## config.mk

```make
export PLATFORM = sky130hd
export DESIGN_NAME = pipe_stage_elastic_reg
export DESIGN_NICKNAME = d
export VERILOG_FILES = /design/src/rtl/pipe_pkg.sv /design/src/rtl/pipe_reg_slot.sv /design/src/rtl/pipe_stage_elastic_reg.sv
export SDC_FILE = /design/constraint.sdc
export NUM_CORES = 1
export LEC_CHECK = 0
export CAP_MARGIN = 25
export CORE_ASPECT_RATIO = 0.9
export CORE_MARGIN = 5
export CORE_UTILIZATION = 56
export CTS_BUF_LIST = sky130_fd_sc_hd__clkbuf_8
export CTS_CLUSTER_DIAMETER = 100
export DETAILED_ROUTE_END_ITERATION = 16
export HOLD_SLACK_MARGIN = 0.1
export PLACE_DENSITY = 0.95
export SETUP_SLACK_MARGIN = 0.1
export SLEW_MARGIN = 20
export SYNTH_ARGS = -nofsm -noshare
export SYNTH_HDL_FRONTEND = slang
export SYNTH_HIERARCHICAL = 1
export SYNTH_SLANG_ARGS = --single-unit
```

## constraint.sdc

```tcl
create_clock -name CLK -period 3.5 [get_ports CLK]
set_input_delay 1.05 -clock CLK [delete_from_list [all_inputs] [get_ports CLK]]
set_output_delay 1.05 -clock CLK [all_outputs]
set_load 0.005 [all_outputs]
```

## src/rtl/pipe_pkg.sv

```systemverilog
// Shared definitions for elastic pipeline stage registers: state encoding, EX/MEM bundle layout, defaults.
// Latency: none (package only).
// Backpressure: not applicable.
package pipe_pkg;

    // State encoding doubles as the occupancy count.
    typedef enum logic [1:0] {
        PIPE_EMPTY = 2'b00,
        PIPE_FULL  = 2'b01,
        PIPE_SKID  = 2'b10
    } pipe_state_t;

    // EX/MEM field widths.
    localparam int INSTR_W        = 5;
    localparam int PC_W           = 32;
    localparam int ALU_RESULT_W   = 32;
    localparam int DATA2_W        = 32;
    localparam int IMMEDIATE_W    = 32;
    localparam int READ_WRITE_W   = 4;
    localparam int WB_SEL_W       = 2;
    localparam int DATAMEMSEL_W   = 1;
    localparam int REG_WRITE_EN_W = 1;

    // Data bundle layout: {DATA2, ALU_RESULT, PC}, LSB first.
    localparam int PC_OFF         = 0;
    localparam int ALU_RESULT_OFF = PC_OFF + PC_W;
    localparam int DATA2_OFF      = ALU_RESULT_OFF + ALU_RESULT_W;
    localparam int EXMEM_DATA_W   = DATA2_OFF + DATA2_W;

    // Control bundle layout: {spare, rd, READ_WRITE, WB_SEL, DATAMEMSEL, REG_WRITE_EN}, LSB first.
    localparam int REG_WRITE_EN_OFF = 0;
    localparam int DATAMEMSEL_OFF   = REG_WRITE_EN_OFF + REG_WRITE_EN_W;
    localparam int WB_SEL_OFF       = DATAMEMSEL_OFF + DATAMEMSEL_W;
    localparam int READ_WRITE_OFF   = WB_SEL_OFF + WB_SEL_W;
    localparam int INSTR_OFF        = READ_WRITE_OFF + READ_WRITE_W;
    localparam int EXMEM_CTRL_USED  = INSTR_OFF + INSTR_W;

    // Defaults for the stage register; the immediate travels in a widened data bundle when needed.
    localparam int DEF_DATA_WIDTH = EXMEM_DATA_W;
    localparam int DEF_CTRL_WIDTH = 16;
    localparam int DEF_CNT_WIDTH  = 16;
    localparam int DEF_IMM_DATA_WIDTH = EXMEM_DATA_W + IMMEDIATE_W;

endpackage

```

## src/rtl/pipe_reg_slot.sv

```systemverilog
// One pipeline slot: enable-loaded data+control register, control can be cleared synchronously.
// Latency: 1 cycle from load to q.
// Backpressure: none; the owner decides when to load or clear.
module pipe_reg_slot #(
    parameter int DW = 96,
    parameter int CW = 16
) (
    input  logic          clk,
    input  logic          rst_n,
    input  logic          load,
    input  logic          clr_ctrl,
    input  logic [DW-1:0] d_data,
    input  logic [CW-1:0] d_ctrl,
    output logic [DW-1:0] q_data,
    output logic [CW-1:0] q_ctrl
);

    // Clearing control wins over load; data is kept on a clear so the bus does not toggle.
    always_ff @(posedge clk or negedge rst_n) begin
        if (!rst_n) begin
            q_data <= '0;
            q_ctrl <= '0;
        end else if (clr_ctrl) begin
            q_ctrl <= '0;
        end else if (load) begin
            q_data <= d_data;
            q_ctrl <= d_ctrl;
        end
    end

endmodule

```

## src/rtl/pipe_stage_elastic_reg.sv

```systemverilog
// Elastic pipeline stage register with 2-entry skid, BUSYWAIT stall and FLUSH; optional PIPE_STAGE_STALL_CNT_EN stall counter.
// Latency: 1 cycle accept-to-output when empty; full throughput while downstream drains.
// Backpressure: IN_READY is registered and drops only when the skid entry is occupied.
module pipe_stage_elastic_reg
    import pipe_pkg::*;
#(
    parameter int DATA_WIDTH = DEF_DATA_WIDTH,
    parameter int CTRL_WIDTH = DEF_CTRL_WIDTH,
    parameter int CNT_WIDTH  = DEF_CNT_WIDTH
) (
    input  logic                  CLK,
    input  logic                  RESET,
    input  logic [DATA_WIDTH-1:0] IN_DATA,
    input  logic [CTRL_WIDTH-1:0] IN_CTRL,
    input  logic                  IN_VALID,
    output logic                  IN_READY,
    output logic [DATA_WIDTH-1:0] OUT_DATA,
    output logic [CTRL_WIDTH-1:0] OUT_CTRL,
    output logic                  OUT_VALID,
    input  logic                  OUT_READY,
    input  logic                  BUSYWAIT,
    input  logic                  FLUSH,
    output logic [1:0]            OCCUPANCY,
    output logic [CNT_WIDTH-1:0]  STALL_COUNT
);

    pipe_state_t           state, state_nxt;
    logic                  in_ready_q;
    logic                  accept, drain;
    logic                  main_load, main_clr, main_from_skid;
    logic                  skid_load, skid_clr;
    logic [DATA_WIDTH-1:0] skid_data, main_d_data;
    logic [CTRL_WIDTH-1:0] skid_ctrl, main_d_ctrl;

    assign OUT_VALID = (state != PIPE_EMPTY);
    assign OCCUPANCY = state;
    assign IN_READY  = in_ready_q;
    assign accept    = IN_VALID & in_ready_q;
    assign drain     = OUT_VALID & OUT_READY & ~BUSYWAIT;

    // Next-state and slot-control decode; FLUSH overrides every other event.
    always_comb begin
        state_nxt      = state;
        main_load      = 1'b0;
        main_clr       = 1'b0;
        main_from_skid = 1'b0;
        skid_load      = 1'b0;
        skid_clr       = 1'b0;
        if (FLUSH) begin
            state_nxt = PIPE_EMPTY;
            main_clr  = 1'b1;
            skid_clr  = 1'b1;
        end else begin
            case (state)
                PIPE_EMPTY: begin
                    if (accept) begin
                        state_nxt = PIPE_FULL;
                        main_load = 1'b1;
                    end
                end
                PIPE_FULL: begin
                    if (accept && drain) begin
                        main_load = 1'b1;
                    end else if (accept) begin
                        state_nxt = PIPE_SKID;
                        skid_load = 1'b1;
                    end else if (drain) begin
                        state_nxt = PIPE_EMPTY;
                        main_clr  = 1'b1;
                    end
                end
                PIPE_SKID: begin
                    if (drain) begin
                        state_nxt      = PIPE_FULL;
                        main_load      = 1'b1;
                        main_from_skid = 1'b1;
                        skid_clr       = 1'b1;
                    end
                end
                default: begin
                    state_nxt = PIPE_EMPTY;
                    main_clr  = 1'b1;
                    skid_clr  = 1'b1;
                end
            endcase
        end
    end

    assign main_d_data = main_from_skid ? skid_data : IN_DATA;
    assign main_d_ctrl = main_from_skid ? skid_ctrl : IN_CTRL;

    // State register and registered ready: ready is withheld only while the skid is occupied.
    always_ff @(posedge CLK or negedge RESET) begin
        if (!RESET) begin
            state      <= PIPE_EMPTY;
            in_ready_q <= 1'b0;
        end else begin
            state      <= state_nxt;
            in_ready_q <= (state_nxt != PIPE_SKID);
        end
    end

    pipe_reg_slot #(.DW(DATA_WIDTH), .CW(CTRL_WIDTH)) u_main (
        .clk      (CLK),
        .rst_n    (RESET),
        .load     (main_load),
        .clr_ctrl (main_clr),
        .d_data   (main_d_data),
        .d_ctrl   (main_d_ctrl),
        .q_data   (OUT_DATA),
        .q_ctrl   (OUT_CTRL)
    );

    pipe_reg_slot #(.DW(DATA_WIDTH), .CW(CTRL_WIDTH)) u_skid (
        .clk      (CLK),
        .rst_n    (RESET),
        .load     (skid_load),
        .clr_ctrl (skid_clr),
        .d_data   (IN_DATA),
        .d_ctrl   (IN_CTRL),
        .q_data   (skid_data),
        .q_ctrl   (skid_ctrl)
    );

`ifdef PIPE_STAGE_STALL_CNT_EN
    logic [CNT_WIDTH-1:0] stall_cnt;

    // Count cycles holding a valid entry that did not leave; saturates, survives FLUSH.
    always_ff @(posedge CLK or negedge RESET) begin
        if (!RESET) begin
            stall_cnt <= '0;
        end else if (OUT_VALID && !drain && (stall_cnt != {CNT_WIDTH{1'b1}})) begin
            stall_cnt <= stall_cnt + 1'b1;
        end
    end

    assign STALL_COUNT = stall_cnt;
`else
    assign STALL_COUNT = '0;
`endif

endmodule

```

==> impl_metrics.py <==
metrics = {
    "route": {
        "drtAntennaViolNets": 0,
        "met1_length_um": 10200,
        "wl_met3_um": 1750,
        "avgRoutedWirePerCell_um": 19.9,
        "drc_errors": 0,
        "num_vias": 6298,
        "routed_wl_um": 23700,
        "drt_iter0_markers": 194,
        "wl_met2_um": 11200,
        "highest_layer": "met4",
        "drt_first_pass_iters": 4,
        "vias_per_cell": 5.28,
    },
    "cts": {
        "cts_tree": "yes",
        "clock_latency_ns": 0.51,
        "clk_pin_slew_ns": 0.06,
        "cts_setup_buffers": 0,
        "cts_buffer_depth": 3,
        "cts_buffers": 38,
        "htree_levels": 2,
        "root_buffer": "clkbuf_8",
        "cts.sink_count": 227,
        "cts_hold_repair.buffers": 0,
        "post_cts_resized": 0,
    },
    "finish": {
        "antenna_cells": 0,
        "synthToLayoutAreaGrowth_pct": 29.9,
        "finalInstanceArea_um2": 13800,
        "drive_gt1_share_pct": 31.7,
        "fin_nets": 1040,
    },
    "timing": {
        "rsz0062_at_grt": "no",
        "fin_setup_tns_ns": 0,
        "relSlewSlack_pct": 65.5,
        "finalCriticalPeriod_ns": 2.83,
        "fin_skew_ns": 0.0194,
        "finalMaxSlewViolations": 0,
        "hold_viol": 0,
        "finalSetupViolCount": 0,
        "max_freq_mhz": 354,
        "post-route-period-util_pct": 80.7,
        "tightestPinTransition_ns": 0.517,
    },
    "power_and_ir_drop": {
        "p_sw_share_pct": 24.6,
        "power_frac_clock_pct": 29.4,
        "power.switching_uw": 2040,
        "p_leak_uw": 0.00593,
        "pwr-share-comb_pct": 24.9,
        "power_uw": 8280,
        "power_frac_seq_pct": 45.6,
        "power_density_nw_per_um2": 602,
        "ir_worst_vdd_mv": 0.416,
        "internal_power_uw": 6240,
    },
    "global_route": {
        "antenna_found_initial": 0,
        "track_usage_pct": 21.6,
        "grt_pass1_vias": 7178,
        "grt_first_pass_wirelength_um": 38300,
        "gr-total-overflow": 0,
        "grt_max_degree": 94,
    },
    "hold_path": {
        "hold_path_class": "in2async",
    },
    "die": {
        "fp.dieW_um": 155,
        "core_um2": 18500,
        "die_y_um": 140,
        "start_util_pct": 57.3,
        "pin_count": 250,
        "dieArea_um2": 21800,
        "rows": 47,
    },
    "worst_setup_path": {
        "cp_max_fo": 11,
        "slowest_delay_ns": 0.49,
        "crit_chain": "or2_2 -> clkdlybuf4s50_1",
        "crit_required_ns": 2.45,
        "slowest_stage": "dfrtp_1",
        "start_kind": "register",
        "startpoint": "OCCUPANCY[0]",
        "cp.arrival_ns": 1.78,
        "reg2reg_from": "OCCUPANCY[1]",
        "crit_end": "OUT_VALID",
        "criticalPathCategory": "reg2out",
        "timing.rr.end": "u_main/q_data[48]",
        "reg2reg_slack_ns": 1.27,
        "worstSetupPathDepth": 2,
        "crit_buf_inv": 1,
        "r2r_cells": 6,
        "cp_top_family": "flip-flops",
        "cp-end-kind": "output pin",
    },
    "job": {
        "maxCapViolCount": 0,
    },
    "synth": {
        "synth_area_um2": 10600,
        "synth_cells": 680,
        "ys_types": 30,
        "ys_ff_latch": 227,
        "synth_top_area_cell": "dfrtp_1",
        "synth_top_area_share_pct": 53.6,
        "syn_avg_cell_area_um2": 15.6,
        "synth_area_leaders": "dfrtp_1, mux2_2, mux2_4, mux2_1, mux2i_1",
        "ys_seq_area_share_pct": 53.6,
        "synth_warnings": 6,
    },
    "place": {
        "place_hpwl_um": 15900,
        "post_dp_cell_area_um2": 12900,
        "gp_congestion": 0.755,
        "io_buffers": 233,
    },
    "outcome": {
        "outcome": "complete, no violations",
    },
}
[metrics by stage]
step / util [%] / hold WS [ns] / std cells / setup slack, ns
after floorplan: - / 0.475 / 695 / 0.903
after global placement: 70.1 / 0.483 / 1127 / 0.292
after detailed placement: 70.1 / 0.490 / 1127 / 0.207
after CTS: 74.5 / 0.489 / 1192 / 0.638
after global routing: 74.5 / 0.513 / 1192 / 0.589
final: 74.5 / 0.489 / 1192 / 0.674
[power groups by stage]
stage	sequential, uW	combinational, uW	clock, uW
2_1_floorplan	3710	980	0
3_3_place_gp	3760	2000	0
3_5_place_dp	3800	2070	0
4_1_cts	3780	2090	2490
5_1_grt	3870	2210	2620
6_report	3780	2060	2440
[layout by cell type (no fill, tap or decap), types with 2 or more instances in the layout]
cell type	netlist	final
clkdlybuf4s50_1	0	232
dfrtp_1	227	227
mux2_2	144	144
mux2_1	80	80
mux2_4	80	80
clkbuf_8	0	50
mux2i_1	33	33
nor2_1	33	32
conb_1	1	16
inv_1	1	11
buf_12	0	8
buf_4	16	5
o21ai_0	3	3
nand2b_1	2	2
nand3_1	2	2
clkinv_2	0	2
bufinv_16	0	2
nor2b_4	2	2
[sequential cells by signal, summed over array words and instances (netlist names)]
| register | count |
|---|---|
| u_main/q_ctrl | 16 |
| u_skid/q_data | 96 |
| OCCUPANCY | 2 |
| u_skid/q_ctrl | 16 |
| u_main/q_data | 96 |
| IN_READY | 1 |
[final cells by class]
| class | count | area (um2) |
|---|---|---|
| clock inverters | 15 | 115 |
| well taps | 245 | 307 |
| fillers | 1128 | 4710 |
| flip-flops and latches | 227 | 5680 |
| clock buffers | 50 | 688 |
| multi-input cells | 408 | 4420 |
| inverters | 1 | 3.75 |
| repair buffers | 246 | 2530 |
[how the worst min path moves through the flow]
| stage | start | end | slack (ns) |
|---|---|---|---|
| finish | RESET | u_main/q_data[53] | 0.49 |
| global route | RESET | u_main/q_data[53] | 0.51 |
| CTS | RESET | u_main/q_data[53] | 0.49 |
| detailed placement | u_skid/q_data[74] | u_skid/q_data[74] | 0.49 |
| global placement | u_skid/q_data[95] | u_skid/q_data[95] | 0.48 |
| floorplan | u_skid/q_data[0] | u_skid/q_data[0] | 0.47 |
[logic make-up (layout without fill, tap and decap cells)]
| family | after synthesis | after routing | synth area share (%) |
|---|---|---|---|
| buffers and inverters | 60 | 312 | 5.16 |
| flip-flops | 227 | 227 | 53.6 |
| AO/OA/AOI/OAI | 7 | 7 | 0.402 |
| AND/OR/NAND/NOR | 48 | 48 | 2.47 |
| other | 1 | 16 | 0.0354 |
| multiplexers | 337 | 337 | 38.3 |
[cell usage after synthesis]
| cell type | instances |
|---|---|
| a211oi_1 | 1 |
| a21o_1 | 1 |
| a21oi_1 | 1 |
| and2_1 | 1 |
| and3b_1 | 1 |
| buf_2 | 17 |
| buf_4 | 16 |
| buf_6 | 8 |
| buf_8 | 16 |
| clkbuf_1 | 2 |
| conb_1 | 1 |
| dfrtp_1 | 227 |
| inv_1 | 1 |
| mux2_1 | 80 |
| mux2_2 | 144 |
| mux2_4 | 80 |
| mux2i_1 | 33 |
| nand2b_1 | 2 |
| nand3_1 | 2 |
| nand4bb_4 | 1 |
| nor2_1 | 33 |
| nor2_4 | 1 |
| nor2b_1 | 1 |
| nor2b_4 | 2 |
| nor3_1 | 1 |
| nor4bb_1 | 1 |
| o21ai_0 | 3 |
| o21bai_1 | 1 |
| or2_2 | 1 |
| or3_1 | 1 |
[routing by layer]
layer  vias to the layer above  global-route usage, %
met4                         0                   6.04
met2                       217                   35.0
met3                        44                   6.35
li1                       2864                      -
met5                         -                      0
met1                      3173                   28.4
No activity file was read; power rests on OpenSTA's default activity.
